--- src/rtl/sram_frame_arbiter_pkg.sv ---
`default_nettype none
// ============================================================================
// Module   : sram_frame_arbiter_pkg
// Brief    : Shared SRAM bus types, frame geometry and arbiter state encoding.
// Revision : 1.0 - initial release
// ============================================================================
package sram_frame_arbiter_pkg;

  localparam int C_ADDR_W   = 20;
  localparam int C_DATA_W   = 32;
  localparam int C_H_ACTIVE = 640;
  localparam int C_V_ACTIVE = 480;
  localparam int C_FRAME_WORDS = C_H_ACTIVE * C_V_ACTIVE;

  // The back buffer sits exactly one frame above the front buffer.
  localparam logic [C_ADDR_W-1:0] C_BASE0 = 20'h00000;
  localparam logic [C_ADDR_W-1:0] C_BASE1 = C_BASE0 + C_ADDR_W'(C_FRAME_WORDS);

  typedef struct packed {
    logic [C_ADDR_W-1:0] addr;
    logic [C_DATA_W-1:0] dout;
    logic                oe_n;
    logic                we_n;
    logic                den;
  } SramRequest_t;

  typedef struct packed {
    logic [C_DATA_W-1:0] din;
    logic                done;
  } SramResult_t;

  typedef struct packed {
    logic [C_ADDR_W-1:0] offset;
    logic [C_DATA_W-1:0] data;
  } SramWriteEntry_t;

  typedef enum logic [0:0] {
    ST_IDLE  = 1'b0,
    ST_WRITE = 1'b1
  } arb_state_t;

endpackage
`default_nettype wire

--- src/rtl/sram_frame_arbiter_if.sv ---
`default_nettype none
// ============================================================================
// Module   : sram_frame_arbiter_if
// Brief    : Client-side and SRAM-side bus bundle of the frame arbiter.
// Revision : 1.0 - initial release
// ============================================================================
interface sram_frame_arbiter_if #(
  parameter int DEPTH = 16
);
  import sram_frame_arbiter_pkg::*;

  SramRequest_t            vgaReq;
  SramResult_t             vgaResult;
  logic                    wrValid;
  logic                    wrReady;
  logic [C_ADDR_W-1:0]     wrOffset;
  logic [C_DATA_W-1:0]     wrData;
  logic                    swapReq;
  logic                    swapAck;
  logic                    paintDone;
  logic [C_ADDR_W-1:0]     displayBase;
  logic [C_ADDR_W-1:0]     drawBase;
  SramRequest_t            ramRequest;
  SramResult_t             ramResult;
  logic [$clog2(DEPTH):0]  fifoLevel;

  // master: display adapter, renderer and SRAM controller side
  modport master (
    output vgaReq, wrValid, wrOffset, wrData, swapReq, paintDone, ramResult,
    input  vgaResult, wrReady, swapAck, displayBase, drawBase, ramRequest, fifoLevel
  );

  // slave: the arbiter itself
  modport slave (
    input  vgaReq, wrValid, wrOffset, wrData, swapReq, paintDone, ramResult,
    output vgaResult, wrReady, swapAck, displayBase, drawBase, ramRequest, fifoLevel
  );

endinterface
`default_nettype wire

--- src/rtl/sram_frame_arbiter_fifo.sv ---
`default_nettype none
// ============================================================================
// Module   : sram_write_fifo
// Brief    : Synchronous FIFO of pending renderer writes with level/full/empty.
// Revision : 1.0 - initial release
// ============================================================================
module sram_write_fifo
  import sram_frame_arbiter_pkg::*;
#(
  parameter int DEPTH = 16
) (
  input  wire logic                   clk,
  input  wire logic                   rst,
  input  wire logic                   i_push,
  input  wire SramWriteEntry_t        i_entry,
  input  wire logic                   i_pop,
  output SramWriteEntry_t             o_head,
  output logic                        o_full,
  output logic                        o_empty,
  output logic [$clog2(DEPTH):0]      o_level
);

  localparam int PTR_W = $clog2(DEPTH);

  SramWriteEntry_t    r_mem [DEPTH];
  logic [PTR_W-1:0]   r_wr_ptr;
  logic [PTR_W-1:0]   r_rd_ptr;
  logic [PTR_W:0]     r_level;

  // Storage carries no reset; only pointers and level define validity.
  always_ff @(posedge clk) begin
    if (i_push) begin
      r_mem[r_wr_ptr] <= i_entry;
    end
  end

  always_ff @(posedge clk or posedge rst) begin
    if (rst) begin
      r_wr_ptr <= '0;
      r_rd_ptr <= '0;
      r_level  <= '0;
    end else begin
      if (i_push) begin
        r_wr_ptr <= r_wr_ptr + PTR_W'(1);
      end
      if (i_pop) begin
        r_rd_ptr <= r_rd_ptr + PTR_W'(1);
      end
      case ({i_push, i_pop})
        2'b10:   r_level <= r_level + (PTR_W+1)'(1);
        2'b01:   r_level <= r_level - (PTR_W+1)'(1);
        default: r_level <= r_level;
      endcase
    end
  end

  assign o_head  = r_mem[r_rd_ptr];
  assign o_full  = (r_level == (PTR_W+1)'(DEPTH));
  assign o_empty = (r_level == '0);
  assign o_level = r_level;

endmodule
`default_nettype wire

--- src/rtl/sram_frame_arbiter.sv ---
`default_nettype none
// ============================================================================
// Module   : sram_frame_arbiter
// Brief    : Shares the framebuffer SRAM between VGA scan-out (priority) and a
//            FIFO-buffered renderer write stream; swaps buffers in blanking.
// Revision : 1.0 - initial release
// ============================================================================
module sram_frame_arbiter
  import sram_frame_arbiter_pkg::*;
#(
  parameter int                ADDR_W = C_ADDR_W,
  parameter int                DATA_W = C_DATA_W,
  parameter int                DEPTH  = 16,
  parameter logic [ADDR_W-1:0] BASE0  = C_BASE0,
  parameter logic [ADDR_W-1:0] BASE1  = C_BASE1
) (
  input  wire logic            clk,
  input  wire logic            rst,
  sram_frame_arbiter_if.slave  bus
);

  localparam int LVL_W = $clog2(DEPTH) + 1;

  arb_state_t          r_state;
  arb_state_t          w_next_state;
  logic                r_swap_pending;
  logic                r_swap_ack;
  logic [ADDR_W-1:0]   r_display_base;
  logic [ADDR_W-1:0]   r_draw_base;

  SramWriteEntry_t     w_push_entry;
  SramWriteEntry_t     w_head;
  logic [ADDR_W-1:0]   w_wr_offset;
  logic [DATA_W-1:0]   w_wr_data;
  logic                w_full;
  logic                w_empty;
  logic [LVL_W-1:0]    w_level;
  logic                w_wr_ready;
  logic                w_push;
  logic                w_pop;
  logic                w_vga_own;
  logic                w_wr_own;
  logic                w_swap_fire;
  SramRequest_t        w_ram_req;
  SramResult_t         w_vga_res;

  assign w_wr_offset  = bus.wrOffset;
  assign w_wr_data    = bus.wrData;
  assign w_push_entry = '{offset: w_wr_offset, data: w_wr_data};

  // Ready depends on registered state only: full comes from the FIFO level register.
  assign w_wr_ready  = !w_full && !r_swap_pending;
  assign w_push      = bus.wrValid && w_wr_ready;
  assign w_vga_own   = !bus.vgaReq.oe_n;
  assign w_wr_own    = !w_vga_own && (r_state == ST_WRITE);
  assign w_pop       = w_wr_own && bus.ramResult.done;
  assign w_swap_fire = r_swap_pending && bus.paintDone && w_empty && (r_state == ST_IDLE);

  sram_write_fifo #(
    .DEPTH (DEPTH)
  ) u_fifo (
    .clk     (clk),
    .rst     (rst),
    .i_push  (w_push),
    .i_entry (w_push_entry),
    .i_pop   (w_pop),
    .o_head  (w_head),
    .o_full  (w_full),
    .o_empty (w_empty),
    .o_level (w_level)
  );

  always_ff @(posedge clk or posedge rst) begin
    if (rst) begin
      r_state <= ST_IDLE;
    end else begin
      r_state <= w_next_state;
    end
  end

  always_comb begin
    w_next_state = r_state;
    case (r_state)
      ST_IDLE: begin
        if (!w_empty) begin
          w_next_state = ST_WRITE;
        end
      end
      ST_WRITE: begin
        if (w_pop && (w_level == LVL_W'(1)) && !w_push) begin
          w_next_state = ST_IDLE;
        end
      end
      default: w_next_state = ST_IDLE;
    endcase
  end

  // A preempted write simply keeps the head in place and re-presents it later.
  always_comb begin
    w_ram_req      = '0;
    w_ram_req.oe_n = 1'b1;
    w_ram_req.we_n = 1'b1;
    w_ram_req.den  = 1'b0;
    w_vga_res      = '0;
    if (w_vga_own) begin
      w_ram_req      = bus.vgaReq;
      w_ram_req.we_n = 1'b1;
      w_ram_req.den  = 1'b0;
      w_vga_res      = bus.ramResult;
    end else if (r_state == ST_WRITE) begin
      w_ram_req.addr = r_draw_base + w_head.offset;
      w_ram_req.dout = w_head.data;
      w_ram_req.oe_n = 1'b1;
      w_ram_req.we_n = 1'b0;
      w_ram_req.den  = 1'b1;
    end
  end

  always_ff @(posedge clk or posedge rst) begin
    if (rst) begin
      r_swap_pending <= 1'b0;
      r_swap_ack     <= 1'b0;
      r_display_base <= BASE0;
      r_draw_base    <= BASE1;
    end else begin
      r_swap_ack <= w_swap_fire;
      if (w_swap_fire) begin
        r_swap_pending <= 1'b0;
        r_display_base <= r_draw_base;
        r_draw_base    <= r_display_base;
      end else if (bus.swapReq) begin
        r_swap_pending <= 1'b1;
      end
    end
  end

  assign bus.ramRequest  = w_ram_req;
  assign bus.vgaResult   = w_vga_res;
  assign bus.wrReady     = w_wr_ready;
  assign bus.swapAck     = r_swap_ack;
  assign bus.displayBase = r_display_base;
  assign bus.drawBase    = r_draw_base;
  assign bus.fifoLevel   = w_level;

endmodule
`default_nettype wire

--- src/flat_wrapper.sv ---
// flat-port wrapper written by rule: the top's interface ports become plain ports
module sram_frame_arbiter_flat import sram_frame_arbiter_pkg::*;
#(
  parameter int                ADDR_W = C_ADDR_W,
  parameter int                DATA_W = C_DATA_W,
  parameter int                DEPTH  = 16,
  parameter logic [ADDR_W-1:0] BASE0  = C_BASE0,
  parameter logic [ADDR_W-1:0] BASE1  = C_BASE1
)
  (clk, rst, bus_vgaReq, bus_wrValid, bus_wrOffset, bus_wrData, bus_swapReq, bus_paintDone, bus_ramResult, bus_vgaResult, bus_wrReady, bus_swapAck, bus_displayBase, bus_drawBase, bus_ramRequest, bus_fifoLevel);
  sram_frame_arbiter_if #(.DEPTH(DEPTH)) bus_i ();
  input  wire logic clk;
  input  wire logic rst;
  input wire logic [$bits(bus_i.vgaReq)-1:0] bus_vgaReq;
  input wire logic [$bits(bus_i.wrValid)-1:0] bus_wrValid;
  input wire logic [$bits(bus_i.wrOffset)-1:0] bus_wrOffset;
  input wire logic [$bits(bus_i.wrData)-1:0] bus_wrData;
  input wire logic [$bits(bus_i.swapReq)-1:0] bus_swapReq;
  input wire logic [$bits(bus_i.paintDone)-1:0] bus_paintDone;
  input wire logic [$bits(bus_i.ramResult)-1:0] bus_ramResult;
  output wire logic [$bits(bus_i.vgaResult)-1:0] bus_vgaResult;
  output wire logic [$bits(bus_i.wrReady)-1:0] bus_wrReady;
  output wire logic [$bits(bus_i.swapAck)-1:0] bus_swapAck;
  output wire logic [$bits(bus_i.displayBase)-1:0] bus_displayBase;
  output wire logic [$bits(bus_i.drawBase)-1:0] bus_drawBase;
  output wire logic [$bits(bus_i.ramRequest)-1:0] bus_ramRequest;
  output wire logic [$bits(bus_i.fifoLevel)-1:0] bus_fifoLevel;
  assign bus_i.vgaReq = bus_vgaReq;
  assign bus_i.wrValid = bus_wrValid;
  assign bus_i.wrOffset = bus_wrOffset;
  assign bus_i.wrData = bus_wrData;
  assign bus_i.swapReq = bus_swapReq;
  assign bus_i.paintDone = bus_paintDone;
  assign bus_i.ramResult = bus_ramResult;
  assign bus_vgaResult = bus_i.vgaResult;
  assign bus_wrReady = bus_i.wrReady;
  assign bus_swapAck = bus_i.swapAck;
  assign bus_displayBase = bus_i.displayBase;
  assign bus_drawBase = bus_i.drawBase;
  assign bus_ramRequest = bus_i.ramRequest;
  assign bus_fifoLevel = bus_i.fifoLevel;
  sram_frame_arbiter #(.ADDR_W(ADDR_W), .DATA_W(DATA_W), .DEPTH(DEPTH), .BASE0(BASE0), .BASE1(BASE1)) u_core (.clk(clk), .rst(rst), .bus(bus_i));
endmodule
--- config.mk ---
export PLATFORM = sky130hd
export DESIGN_NAME = sram_frame_arbiter_flat
export DESIGN_NICKNAME = d
export VERILOG_FILES = /design/src/rtl/sram_frame_arbiter_pkg.sv /design/src/rtl/sram_frame_arbiter_if.sv /design/src/rtl/sram_frame_arbiter_fifo.sv /design/src/rtl/sram_frame_arbiter.sv /design/src/flat_wrapper.sv
export SDC_FILE = /design/constraint.sdc
export NUM_CORES = 1
export LEC_CHECK = 0
export CORE_MARGIN = 5
export CORE_UTILIZATION = 58
export DETAILED_ROUTE_END_ITERATION = 10
export GPL_TIMING_DRIVEN = 0
export PLACE_DENSITY = 0.75
export SLEW_MARGIN = 20
export SYNTH_ARGS = -nofsm -noshare
export SYNTH_HDL_FRONTEND = slang
export SYNTH_SLANG_ARGS = --single-unit
export TNS_END_PERCENT = 5
--- constraint.sdc ---
create_clock -name clk -period 7.5 [get_ports clk]
set_clock_uncertainty 0.05 [all_clocks]
set_input_delay 1.5 -clock clk [delete_from_list [all_inputs] [get_ports clk]]
set_output_delay 1.5 -clock clk [all_outputs]
set_load 0.01 [all_outputs]
== Word-level counts from Yosys, hierarchy flattened ==
Memories as Yosys holds them, arrays and structs flattened.
Index checks and enable logic that the tools add are counted.
Storage, ports and cells
  register bits: 56
  RAM bits: 832
  bits of input ports: 145
  output and inout port bits: 135
  logic and storage cells: 45
  memories kept: 1
Memory list
  u_core.u_fifo.r_mem: depth 16, bits a word 52, read ports 1, clocked after memory_dff 0, write ports 1, line sram_frame_arbiter_fifo.sv:25  | SramWriteEntry_t r_mem [DEPTH];
Cells by class
  add/sub/neg operators: 5
  equal/unequal tests: 4
  muxes and demuxes: 11
  bitwise logic cells: 1
  reductions and logical operators: 15
Operators by type and width (count)
  $mux 55: 2
  $mux 33: 1
  $add 20x20->20: 1
  $pmux 5 s2: 1
  $logic_and 1x1->1: 9
  $add 4x1->4 const B: 2
  $mux 1: 6
  $add 5x1->5 const B: 1
  $eq 5x1->1 const B: 1
  $eq 5x5->1 const B: 1
  $logic_not 5->1: 1
  $sub 5x1->5 const B: 1
  $reduce_bool 2->1: 2
  $logic_not 1->1: 3
  $eq 2x1->1 const B: 1
  $eq 2x2->1 const B: 1
  $pmux 1 s2: 1
  $not 1->1: 1

== Depth between registers and ports, before layout ==
  word-level depth: 8
  mapped depth: 14
  mapped depth without buffers: 11

== Hierarchy ==
A second synthesis with hierarchy kept.
Unflattened totals
  cells, all modules: 1783
  area total of the unflattened synthesis: 35192.5 um2
Modules (own cells, without submodules)
  sram_write_fifo: instances 1, cells each 1365, area each 31899.3 um2
  sram_frame_arbiter: instances 1, cells each 418, area each 3293.2 um2

== Worst setup path before layout ==
No wires, ideal clock.
  path type: input-to-reg
  start: input port bus_wrValid
  end: memory u_core.u_fifo.r_mem[3][0] (netlist bit) (enable)
  setup time: 0.526 ns
  data arrival time: 5.591 ns
  required time: 6.924 ns
  path slack: 1.334 ns
  stages on the path: 4
  buffers on the path: 1
  cell sequence: and2_1 clkbuf_1 nand2_1 nor3_1
On the way
  cells in the longest elaborated chain, start to end: 3
RTL lines
  start: declaration: line flat_wrapper.sv:15  | input wire logic [$bits(bus_i.wrValid)-1:0] bus_wrValid;
  $logic_and 1x1->1: line sram_frame_arbiter.sv:53  | assign w_push = bus.wrValid && w_wr_ready;
  $mux 1: line sram_frame_arbiter_fifo.sv:32  | if (i_push) begin
  $mux 1 (not written as such): line sram_frame_arbiter_fifo.sv:33  | r_mem[r_wr_ptr] <= i_entry;
  end: declaration: line sram_frame_arbiter_fifo.sv:25
No other way between the ends.

== Worst setup path in the final report ==
  start: register u_core.u_fifo.r_rd_ptr[1]
  end: output port bus_ramRequest[51]
On the way
  cells in the longest elaborated chain, start to end: 4
RTL lines
  start: declaration: line sram_frame_arbiter_fifo.sv:27  | logic [PTR_W-1:0] r_rd_ptr;
  start signal: assignment: line sram_frame_arbiter_fifo.sv:47  | r_rd_ptr <= r_rd_ptr + PTR_W'(1);
  $mem_v2 16x52
  $add 20x20->20: line sram_frame_arbiter.sv:111  | w_ram_req.addr = r_draw_base + w_head.offset;
  $mux 55: line sram_frame_arbiter.sv:110  | end else if (r_state == ST_WRITE) begin
  $mux 55: line sram_frame_arbiter.sv:105  | if (w_vga_own) begin
  end: declaration: line flat_wrapper.sv:26  | output wire logic [$bits(bus_i.ramRequest)-1:0] bus_ramRequest;
No other way between the ends.

==> key figures <==
Power and ir drop
  – Max VDD drop: 0.2527 mV
  – Lkg Pwr: 14.40 nW
  – P per Cell Area: 321.8 nW/um^2
  – Pwr Total: 13.86 mW

Route
  – WL final: 90050 um
  – Via count: 19.15k
  – ANT nets after route: 0
  – M1 WL: 32900 um
  – WL/cell: 30.25 um
  – Routed length on met3: 7916 um
  – Top routing layer used: met5
  – Vias per inst: 6.431
  – DRT Pass-1 Iters: 5
  – DRC viols: 0
  – Met2 wire length: 46580 um
  – First DRT Iteration DRCs: 1985

STA
  – Slew @ Worst Pin: 0.9815 ns
  – Setup ws final: 0.1872 ns
  – Minimum clock period: 7.313 ns
  – Max_slew headroom: 0.3457
  – Final hold violation count: 0
  – Final setup fails: 0
  – Fmax: 0.1367 GHz
  – Period utilization: 0.9750
  – Final Max Slew Viols: 0
  – RSZ-0062 raised after global routing: no

Worst hold path
  – HP Class: reg2reg
  – Critical hold path startpoint: u_core.bus.drawBase[13]

Synth
  – Ys Warns: 0
  – Yosys reg bits: 888
  – Asr flop ratio synth: 0.06306
  – Synth Flop Type: edfxtp_1
  – Library cells used by synthesis: 59
  – Cell taking the most area after synthesis: edfxtp_1
  – Number of enable flip-flop cells after synthesis: 832
  – Synth Instances: 1685
  – Area contributors post-synth: edfxtp_1 (71%), mux4_2 (16%), dfrtp_1 (3.7%), nand2_1 (1.5%), a22o_1 (1.0%)
  – Seq/Total Area, Yosys: 0.7463
  – Synth Net Count: 1859
  – Mapped Area: 35360 sq um
  – Yosys top cell area share: 0.7065
  – Syn_area_per_cell: 20.99 sq um

Setup path
  – CP startpoint: u_core.u_fifo.r_rd_ptr[1]
  – Startpoint types: flip-flop
  – Critical Path RT: 5.95 ns
  – Reg-to-reg startpoint: u_core.u_fifo.o_level[0]
  – Worst setup EP type: output port
  – Crit Path Class: reg2out
  – Worst-path maximum fanout: 10
  – WP data arrival: 5.76 ns

Floorplan
  – Cell Rows: 90
  – Die Height: 256.9 um
  – Initial Util: 0.5859
  – Floorplan Core Area: 60360 sq um
  – Top Ports: 280
  – Die area: 66010 sq um
  – Die width: 256.9 um

Run
  – Max-Cap Viols: 0

Clocking
  – H-tree levels: 3
  – Clock transition at the registers of the reported paths: 0.06 ns
  – TritonCTS clock tree: yes
  – CTS Buf Count: 87
  – Clk Tree Root Cell: clkbuf_16
  – CTS hold repair buffers: 0
  – Clk sink count: 888
  – Postcts setup bufs: 0
  – Max Root-Sink Buffers: 3
  – Worst-Skew Late Latency: 0.62 ns

Global route
  – Global-route wire length before repair: 131700 um
  – Grt ovf: 0
  – Largest net degree at the start of global routing: 57
  – Vias in the first global route: 19.44k
  – Initial antenna violation count: 7
  – GRT Total Usage: 0.2725

Final layout
  – Area growth syn-to-layout: 21.80%
  – Core occupancy in the finished layout: 0.7136
  – Final instance area: 43070 sq um
  – Final #Nets: 2294
  – Share of layout cells above drive strength 1: 0.2346

Placement
  – Post-DP Area: 40340 sq um
  – RD Place Congestion: 0.8186
  – Worst slack, placed: 0.3900 ns
  – Post-detail-place hpwl: 58620 um
  – Port Buffer Count: 277

Run status
  – Outcome: finished, final reports clean
-- cell usage in the layout (no fill, tap or decap), types with 18 or more instances in the layout --
cell type        count
edfxtp_1           832
clkdlybuf4s50_1    277
mux4_2             259
nand2_1            142
clkbuf_16           89
clkbuf_1            62
dfrtp_1             52
a22o_1              42
nor2b_1             36
buf_4               28
ha_1                28
clkinv_1            25
buf_2               25
a21oi_1             22
buf_12              18
-- state kept, by name, summed over array words and instances, names as in the netlist --
register / count
u_core.u_fifo.o_level: 5
u_core.u_fifo.r_mem: 832
u_core.bus.drawBase: 20
u_core.r_state: 1
u_core.u_fifo.r_rd_ptr: 4
u_core.bus.swapAck: 1
u_core.bus.displayBase: 20
u_core.r_swap_pending: 1
u_core.u_fifo.r_wr_ptr: 4
-- critical path: stages, from the launching register on --
cell and delay [ns]:
dfrtp_1 0.38, buf_2 0.20, buf_2 0.24, buf_2 0.39, clkdlybuf4s15_2 0.53, mux4_2 0.37
mux4_2 0.55, ha_1 0.24, fa_1 0.44, a21oi_1 0.22, o21ai_1 0.13, a21boi_0 0.26
a211o_1 0.27, o21a_1 0.22, o211ai_1 0.18, clkdlybuf4s50_1 0.53
-- where the power goes --
| part | switching, mW | total, mW | internal (mW) |
|---|---|---|---|
| clock | 1.80 | 4.15 | 2.36 |
| combinational | 2.12 | 4.21 | 2.09 |
| sequential | 0.0460 | 5.50 | 5.45 |
-- metrics by stage --
step	cells	hold slack, ns	setup TNS, ns
global route	2976	0.4586	0
detailed placement	2813	0.4312	0
floorplan	1685	0.4285	0
finish	2977	0.4443	0
global placement	2744	0.4298	-1162.64
CTS	2973	0.4396	0
-- cell usage after synthesis, types with 4 or more instances --
library cell / n
buf_1: 6
a21o_1: 10
edfxtp_1: 832
buf_2: 31
mux4_2: 259
a21oi_1: 22
o21ai_0: 9
dfrtp_1: 52
nor3_1: 11
o211ai_1: 8
and3_1: 7
buf_4: 5
nor2b_1: 36
dfstp_2: 4
a22o_1: 42
ha_1: 28
nand4_1: 6
nand3_1: 10
xor2_1: 7
clkbuf_1: 50
xnor2_1: 12
nand2_1: 142
inv_1: 16
nor2_1: 25
-- routing by layer --
metal,up-vias,GRT usage
met3,169,0.05618
li1,7860,-
met2,1083,0.4691
met1,10030,0.3597
met4,6,0.07993
met5,-,0
-- final cells by class --
cell class | count | area, sq um
well taps | 782 | 978.4
repair buffers | 346 | 3881
clock buffers | 111 | 2320
diodes | 4 | 10.01
multi-input cells | 687 | 8611
flip-flops and latches | 888 | 26390
plain buffers | 92 | 442.9
fillers | 3488 | 17290
inverters | 18 | 70.07
clock inverters | 49 | 366.6
-- path summary, 6_finish.rpt --
kind | to | slack [ns] | cells after the start
setup / recovery | bus_ramRequest[51] | 0.19 | 15
min in group asynchronous | u_core.u_fifo.o_level[0] | 1.31 | 2
setup reg to reg | u_core.u_fifo.r_mem[0][17] | 3.52 | 12
hold reg to reg | u_core.bus.drawBase[13] | 0.44 | 2
hold / removal | u_core.bus.drawBase[13] | 0.44 | 2
max in group asynchronous | u_core.u_fifo.r_rd_ptr[3] | 5.61 | 2
-- what timing repair did --
item / CTS / global route
gates cloned: 0 / 0
endpoints found under the hold margin: 0 / 0
gates resized for setup: 7 / 12
endpoints found under the setup margin: 12 / 8
-- cells by family after synthesis --
family / share of synthesized area
AND/OR/NAND/NOR: 0.03358
adder cells (fa/ha/maj): 0.01047
XOR/XNOR: 0.004706
AO/OA/AOI/OAI: 0.02551
buffers and inverters: 0.01330
multiplexers: 0.1661
flip-flops: 0.7463
Power figures use the tool's default switching activity.
